`src/rtl/blink_rate_meter.sv`:
```
// ============================================================================
//  Module      : blink_rate_meter
//  Description : Measures the rising-edge period of an external blink signal
//                and classifies it as the 1 s or the 0.5 s blink rate.
//  Revision    : 1.0 - initial release
// ============================================================================
`default_nettype none

module blink_rate_meter #(
    parameter int unsigned NOM_SLOW   = 50000002,
    parameter int unsigned NOM_FAST   = 25000002,
    parameter int unsigned TOL        = 500000,
    parameter int unsigned MIN_PERIOD = 1000,
    parameter int unsigned TIMEOUT    = 100000000
) (
    input  logic        clk_50M,
    input  logic        rst,
    input  logic        sig_in,
    output logic [26:0] period,
    output logic        period_valid,
    output logic        is_slow,
    output logic        is_fast,
    output logic        timeout,
    output logic        glitch
);

    localparam logic [27:0] c_NOM_SLOW   = 28'(NOM_SLOW);
    localparam logic [27:0] c_NOM_FAST   = 28'(NOM_FAST);
    localparam logic [27:0] c_TOL        = 28'(TOL);
    localparam logic [26:0] c_MIN_PERIOD = 27'(MIN_PERIOD);
    localparam logic [26:0] c_TIMEOUT    = 27'(TIMEOUT);

    typedef enum logic [0:0] {
        ST_IDLE    = 1'b0,
        ST_MEASURE = 1'b1
    } state_t;

    state_t      r_state;
    logic        r_s1;
    logic        r_s2;
    logic        r_sd;
    logic [26:0] r_cnt;

    logic        w_rise;
    logic [27:0] w_cnt_ext;
    logic [27:0] w_diff_slow;
    logic [27:0] w_diff_fast;
    logic        w_in_slow;
    logic        w_in_fast;

    assign w_rise    = r_s2 & ~r_sd;
    assign w_cnt_ext = {1'b0, r_cnt};

    // Absolute distance from each nominal period, one bit wider than the counter
    assign w_diff_slow = (w_cnt_ext >= c_NOM_SLOW) ? (w_cnt_ext - c_NOM_SLOW)
                                                   : (c_NOM_SLOW - w_cnt_ext);
    assign w_diff_fast = (w_cnt_ext >= c_NOM_FAST) ? (w_cnt_ext - c_NOM_FAST)
                                                   : (c_NOM_FAST - w_cnt_ext);
    assign w_in_slow   = (w_diff_slow <= c_TOL);
    assign w_in_fast   = (w_diff_fast <= c_TOL);

    always_ff @(posedge clk_50M) begin
        if (rst) begin
            r_state      <= ST_IDLE;
            r_s1         <= 1'b0;
            r_s2         <= 1'b0;
            r_sd         <= 1'b0;
            r_cnt        <= 27'd0;
            period       <= 27'd0;
            period_valid <= 1'b0;
            is_slow      <= 1'b0;
            is_fast      <= 1'b0;
            timeout      <= 1'b0;
            glitch       <= 1'b0;
        end else begin
            r_s1         <= sig_in;
            r_s2         <= r_s1;
            r_sd         <= r_s2;
            period_valid <= 1'b0;
            glitch       <= 1'b0;

            case (r_state)
                ST_IDLE: begin
                    r_cnt <= 27'd0;
                    // First edge only establishes the reference
                    if (w_rise) begin
                        r_state <= ST_MEASURE;
                        r_cnt   <= 27'd1;
                        timeout <= 1'b0;
                    end
                end
                ST_MEASURE: begin
                    if (w_rise) begin
                        if (r_cnt >= c_MIN_PERIOD) begin
                            period       <= r_cnt;
                            period_valid <= 1'b1;
                            is_slow      <= w_in_slow;
                            is_fast      <= w_in_fast;
                            r_cnt        <= 27'd1;
                        end else begin
                            // Early edge: keep the old reference and keep counting
                            glitch <= 1'b1;
                            r_cnt  <= r_cnt + 27'd1;
                        end
                    end else if (r_cnt == c_TIMEOUT) begin
                        r_state <= ST_IDLE;
                        r_cnt   <= 27'd0;
                        timeout <= 1'b1;
                        is_slow <= 1'b0;
                        is_fast <= 1'b0;
                    end else begin
                        r_cnt <= r_cnt + 27'd1;
                    end
                end
                default: begin
                    r_state <= ST_IDLE;
                    r_cnt   <= 27'd0;
                end
            endcase
        end
    end

endmodule

`default_nettype wire

```
`config.mk`:
```
export PLATFORM = sky130hd
export DESIGN_NAME = blink_rate_meter
export DESIGN_NICKNAME = d
export VERILOG_FILES = /design/src/rtl/blink_rate_meter.sv
export SDC_FILE = /design/constraint.sdc
export NUM_CORES = 1
export LEC_CHECK = 0
export CAP_MARGIN = 20
export CORE_UTILIZATION = 55
export DETAILED_ROUTE_END_ITERATION = 16
export GPL_TIMING_DRIVEN = 1
export PLACE_DENSITY = 0.78
export SYNTH_ARGS = -nofsm -noshare
export SYNTH_HDL_FRONTEND = slang
export SYNTH_SLANG_ARGS = --single-unit
```
`constraint.sdc`:
```
create_clock -name clk_50M -period 2.89 [get_ports clk_50M]
set_input_delay 0.4335 -clock clk_50M [delete_from_list [all_inputs] [get_ports clk_50M]]
set_output_delay 0.4335 -clock clk_50M [all_outputs]
set_load 0.01 [all_outputs]
```
=== Yosys cells after proc, flatten, opt, wreduce, memory -nomap -nowiden ===
Index checks and enable logic that the tools add are counted.

* Register bits: 63
* Output and inout port bits: 32

* Reduce and logical (&&, ||, !) cells: 5
* Bitwise operators: 4
* Order comparisons: 5
* $add $sub $neg: 5
* Multiplexer cells: 22
* Eq/ne operators: 5

{| class="wikitable"
|+ Operators by type and width
! operator !! number
|-
| 2-to-1 mux 27 bit || 3
|-
| less-or-equal comparator 28 x 19 -> 1 bit (second input constant) || 2
|-
| 2-to-1 mux 28 bit || 2
|-
| case mux 27 bit (2 select lines) || 1
|-
| subtractor 25 x 27 -> 28 bit (first input constant) || 1
|-
| subtractor 26 x 27 -> 28 bit (first input constant) || 1
|-
| subtractor 27 x 25 -> 28 bit (second input constant) || 1
|-
| subtractor 27 x 26 -> 28 bit (second input constant) || 1
|-
| adder 27 x 1 -> 27 bit (second input constant) || 1
|-
| == test 27 bit (second input constant) || 1
|-
| >= comparator 27 x 10 -> 1 bit (second input constant) || 1
|-
| >= comparator 27 x 25 -> 1 bit (second input constant) || 1
|-
| >= comparator 27 x 26 -> 1 bit (second input constant) || 1
|-
| 2-to-1 mux 1 bit || 14
|-
| AND reduction 3 bit || 3
|-
| != test 2 x 1 -> 1 bit (second input constant) || 2
|-
| != test 2 bit (second input constant) || 2
|-
| case mux 1 bit (2 select lines) || 2
|-
| NOT 1 bit || 3
|-
| OR reduction 3 bit || 1
|-
| nonzero test 2 bit || 1
|-
| AND 1 bit || 1
|}

=== Depth between registers and ports, before layout ===
* Depth after elaboration: 5
* Depth in mapped cells: 14
* Depth with buffers taken out: 11

=== Worst setup path after synthesis ===
Ideal clock, no wire load.

* Path kind: reg2reg
* Start: register r_cnt[2]
* End: register is_slow
* Cell stages (with the launch flop): 14
* Arrival time: 3038 ps
* Buffers on the path: 2
* Clock period less this slack: 3117 ps
* Setup slack: -227 ps
* Data required time: 2811 ps
* Cells stage by stage: dfxtp_1 > clkbuf_1 > inv_1 > ha_1 > or4b_2 > clkbuf_1 > o21ai_1 > nand2_1 > a21oi_1 > nor3_1 > or3_1 > a211oi_2 > nand4_1 > a211oi_2

* Cells in the longest elaborated chain, start to end: 5
* Elaborated cells between the ends (all ways): 12
* Classes of those cells: 2 x add/sub; 3 x order compare; 2 x eq/ne; 3 x mux; 2 x reduce/logical

{| class="wikitable"
|+ Ends and longest elaborated chain
! what !! RTL line !! source
|-
| start, declared || 42 || <nowiki>logic [26:0] r_cnt;</nowiki>
|-
| start signal, assigned || 103 || <nowiki>r_cnt <= r_cnt + 27'd1;</nowiki>
|-
| start signal, assigned || 112 || <nowiki>r_cnt <= r_cnt + 27'd1;</nowiki>
|-
| subtractor 26 x 27 -> 28 bit (tied with other cells) || 56 || <nowiki>: (c_NOM_SLOW - w_cnt_ext);</nowiki>
|-
| 2-to-1 mux 28 bit || 55 || <nowiki>assign w_diff_slow = (w_cnt_ext >= c_NOM_SLOW) ? (w_cnt_ext - c_NOM_SLOW)</nowiki>
|-
| less-or-equal comparator 28 x 19 -> 1 bit || 59 || <nowiki>assign w_in_slow = (w_diff_slow <= c_TOL);</nowiki>
|-
| 2-to-1 mux 1 bit || 94 || <nowiki>if (r_cnt >= c_MIN_PERIOD) begin</nowiki>
|-
| 2-to-1 mux 1 bit || 93 || <nowiki>if (w_rise) begin</nowiki>
|-
| end signal, assigned || 97 || <nowiki>is_slow <= w_in_slow;</nowiki>
|-
| end, declared || 21 || <nowiki>output logic is_slow,</nowiki>
|}

Several ways; a longest one is shown, not always the timed one. The select of a mux whose other input is x is not followed.
A chain may end at the register's enable or synchronous reset.

=== Worst setup path after layout ===
* Start: register r_cnt[8]
* End: register is_fast

* Cells in the longest elaborated chain, start to end: 5
* Elaborated cells between the ends (all ways): 12
* Classes of those cells: 2 x add/sub; 3 x order compare; 2 x eq/ne; 3 x mux; 2 x reduce/logical

{| class="wikitable"
|+ Ends and longest elaborated chain
! what !! RTL line !! source
|-
| subtractor 25 x 27 -> 28 bit (tied with other cells) || 58 || <nowiki>: (c_NOM_FAST - w_cnt_ext);</nowiki>
|-
| 2-to-1 mux 28 bit || 57 || <nowiki>assign w_diff_fast = (w_cnt_ext >= c_NOM_FAST) ? (w_cnt_ext - c_NOM_FAST)</nowiki>
|-
| less-or-equal comparator 28 x 19 -> 1 bit || 60 || <nowiki>assign w_in_fast = (w_diff_fast <= c_TOL);</nowiki>
|-
| 2-to-1 mux 1 bit || 94 ||
|-
| 2-to-1 mux 1 bit || 93 ||
|-
| end signal, assigned || 98 || <nowiki>is_fast <= w_in_fast;</nowiki>
|-
| end, declared || 22 || <nowiki>output logic is_fast,</nowiki>
|}

Several ways; a longest one is shown, not always the timed one. The select of a mux whose other input is x is not followed.

==> summary.txt <==
Pwr
  • Switching share of total power: roughly 25%
  • Share of total power in the clock network: 47.1%
  • P_sw: around 440 uW
  • Int Pwr: about 1.3 mW
  • Leakage power: 2.55 nW
  • Pwr/cell area: ~240 nW/um2
  • Peak supply drop: about 0.43 mV
  • Comb power frac: under 10%
  • Seq pwr share: 50.6%
  • Total power: 1.72 mW

Timing
  • Final hold viol count: 0
  • Post-layout min period: approximately 3 ns
  • Final Max Tran Viols: 0
  • Relative slew slack: between 40% and 50%
  • Worst Slack Setup Final: -0.135 ns
  • # setup viols final: 2
  • Clock Skews: 0.0177 ns
  • Period utilization: 105%
  • RSZ-0062 raised after global routing: yes
  • Fmax: between 300 and 400 MHz
  • Worst Tran Pin Value: approximately 0.84 ns

Synth
  • Post-Syn Area: 5140 um2
  • Syn_nets: around 730
  • Main synth FF type: dfxtp_1
  • Syn Area/Cell: between 7 and 8 um2
  • Async SR Flop Fraction: 0%
  • EDFF count, synth: 0
  • Synthesized instance count: 720
  • Post-synthesis sequential area ratio: approximately a quarter
  • #FFs+latches synth: between 60 and 70
  • YS warnings: 0
  • Synth cell types: 78

Critical path
  • CP max stage cell: or4_1
  • Top delay family on crit path: simple AND/OR/NAND/NOR gates
  • CP Class: reg -> reg
  • Origin of the critical flop-to-flop path: r_cnt[8]$_SDFF_PP0_
  • Type of origin of the critical path: register
  • Register-to-Register Path Depth: 10
  • R2r setup slk: -0.13 ns
  • Reg2reg end: is_fast$_SDFFE_PP0P_
  • Worst Path Buf+Inv: 1
  • Crit path capture type: register
  • Max FO, Critical Path: 4
  • Worst EP arrival: 3.31 ns
  • Data required time at the worst endpoint: between 3 and 4 ns
  • Crit path largest cell delay: around 0.59 ns
  • Cell Chain, Critical Path: or4_1 > nor3_1 > or4_4 > nand3_4 > buf_4 > a211o_1 > a2111oi_2 > o22a_1 > nand3_1 > o21ai_2

Global route
  • Met2 Use GR: between 60% and 70%
  • Largest net degree at the start of global routing: 36
  • Aggregate global routing overflow: 0
  • Top Usage Layer GRT: met2
  • Total track usage: between 40% and 50%
  • Number of global-route vias before repair: ~6000
  • Initial antenna violation count: 0
  • Met1 Resource Use GR: between 50% and 60%
  • Global routing usage on met3: a little under 7%
  • Global-route wire length before repair: just over 30000 um

Min path
  • Hold path start: period[25]$_SDFFE_PP0P_
  • Worst hold endpoint: period[25]$_SDFFE_PP0P_
  • Hold WC Path Type: reg -> reg
  • Worst hold stages: 2

CTS
  • Root Buffer: clkbuf_8
  • Clk pin slew, worst setup/hold paths: ~0.09 ns
  • Clock Tree Buf Depth: 2
  • CTS tree: done
  • Clock sink count: 63
  • Hold_buf cts: 0
  • CTS HTree Levels: 3
  • CTS buffer count: 9
  • Worst-Skew Late Latency: around 0.35 ns

Layout
  • Commonest non-fill, non-tap cell in the layout: buf_4
  • Number of diodes: 0
  • Final Net Count: approximately 870
  • Area Growth Syn to Fin: 37.3%
  • Post-Layout Cell Count: between 900 and 1000
  • Layout cells sized above 1: between 20% and 30%
  • Commonest cells after routing, fill and taps aside: buf_4, nand2_1, nor2_1

Placed design
  • DP HPWL: ~15000 um
  • Placer congestion estimate: between 1 and 1.5
  • Placed insts: roughly 930
  • PortBufs: 34

Die
  • Initial core utilization: between 50% and 60%
  • Die area: slightly below 10000 um2
  • Row cnt: 34
  • Die height: 98.7 um
  • IO Count: 35
  • Core Box Area: a little under 9000 um2
  • Die X: 98.7 um

Drt
  • Starting DRT DRC Count: a little over 700
  • Post-Route WL: between 15000 and 20000 um
  • Vias post-DR: between 6000 and 7000
  • 1st-pass router iterations: 7
  • DRC Markers: 0
  • Drt wl/cell: between 20 and 25 um
  • Post-DR vias/cell: 6.54
  • DRT antenna net count: 0

Run status
  • Run status: complete, but fails checks
  • Failing checks: setup timing

Run
  • MaxCap Viol Count: 0
## worst max-delay path by stage
stage,from,endpoint,slack [ns],depth (start not counted)
2_1_floorplan,r_cnt[16]$_SDFF_PP0_,is_slow$_SDFFE_PP0P_,-0.003,11
3_3_place_gp,r_cnt[8]$_SDFF_PP0_,is_slow$_SDFFE_PP0P_,-0.36,10
3_5_place_dp,r_cnt[8]$_SDFF_PP0_,is_slow$_SDFFE_PP0P_,-0.42,10
4_1_cts,r_cnt[18]$_SDFF_PP0_,is_slow$_SDFFE_PP0P_,-0.08,9
5_1_grt,r_cnt[7]$_SDFF_PP0_,is_fast$_SDFFE_PP0P_,-0.22,10
6_report,r_cnt[8]$_SDFF_PP0_,is_fast$_SDFFE_PP0P_,-0.13,10
## cell usage after synthesis, types with 8 or more instances
library cell,instances,area [um2]
o21ai_0,29,145
clkbuf_1,46,173
xor2_1,18,158
mux2i_1,13,130
a21oi_1,51,255
nor3_1,28,140
xnor2_1,38,333
inv_1,14,52.6
o211ai_1,10,75.1
ha_1,8,100
dfxtp_1,63,1260
nor2_1,69,259
nand4_1,20,125
nand3_1,24,120
nor4_1,13,81.3
nand2_1,109,409
## cells by family after synthesis
group	synth area share, %
simple gates	32.9
compound gates	21.9
buf+inv	6.01
flops	24.5
xor+xnor	9.54
mux	3.19
fa+ha+maj	1.95
## tightest hold or removal path, cell delays in order, from the launching register on
cell and delay [ns]:
dfxtp_1 0.31, nand2_1 0.05, a21oi_1 0.05
## metrics by stage
| stage | hold slack (ns) | TNS [ns] | instance area, um2 | worst slack, ns | util, % |
|---|---|---|---|---|---|
| after global routing | 0.478 | -0.354 | 7060 | -0.215 | 79.4 |
| after floorplan | 0.414 | -0.00298 | 5200 | -0.00298 | - |
| final | 0.456 | -0.201 | 7060 | -0.135 | 79.4 |
| after detailed placement | 0.446 | -0.657 | 6440 | -0.420 | 72.5 |
| after CTS | 0.456 | -0.0815 | 6790 | -0.0815 | 76.4 |
| after global placement | 0.417 | -0.525 | 6440 | -0.355 | 72.5 |
## cell type report
cell class,instances,area (um2)
tap,108,135
inverter,16,62.6
multi-input combinational,581,3880
fill,646,1830
clock inverter,6,70.1
timing repair buffer,183,1520
clock buffer,10,128
sequential,63,1270
## power by group through the flow
stage                     logic (mW)  registers [mW]  clock network, mW
after floorplan               0.0221           0.893                  0
after global placement        0.0360           0.893                  0
after detailed placement      0.0371           0.894                  0
after CTS                     0.0379           0.873              0.811
after global routing          0.0415           0.871              0.841
final                         0.0392           0.871              0.811
## registers in the layout, summed over array words and instances (netlist names)
register      cells
glitch            1
is_fast           1
is_slow           1
period           27
period_valid      1
r_cnt            27
r_s1              1
r_s2              1
r_sd              1
r_state           1
timeout           1
## timing repair
action,in CTS,in global routing
pin swaps,9,16
gates resized for setup,27,35
buffers inserted,5,12
endpoints found under the hold margin,0,0
setup endpoints to repair,2,2
## routing by layer
metal  wire (um)  part of all wire [%]
met4         880                   4.4
met1        7800                    39
met3        2010                    10
met5           0                     0
met2        9100                    46
Power figures use the tool's default switching activity.
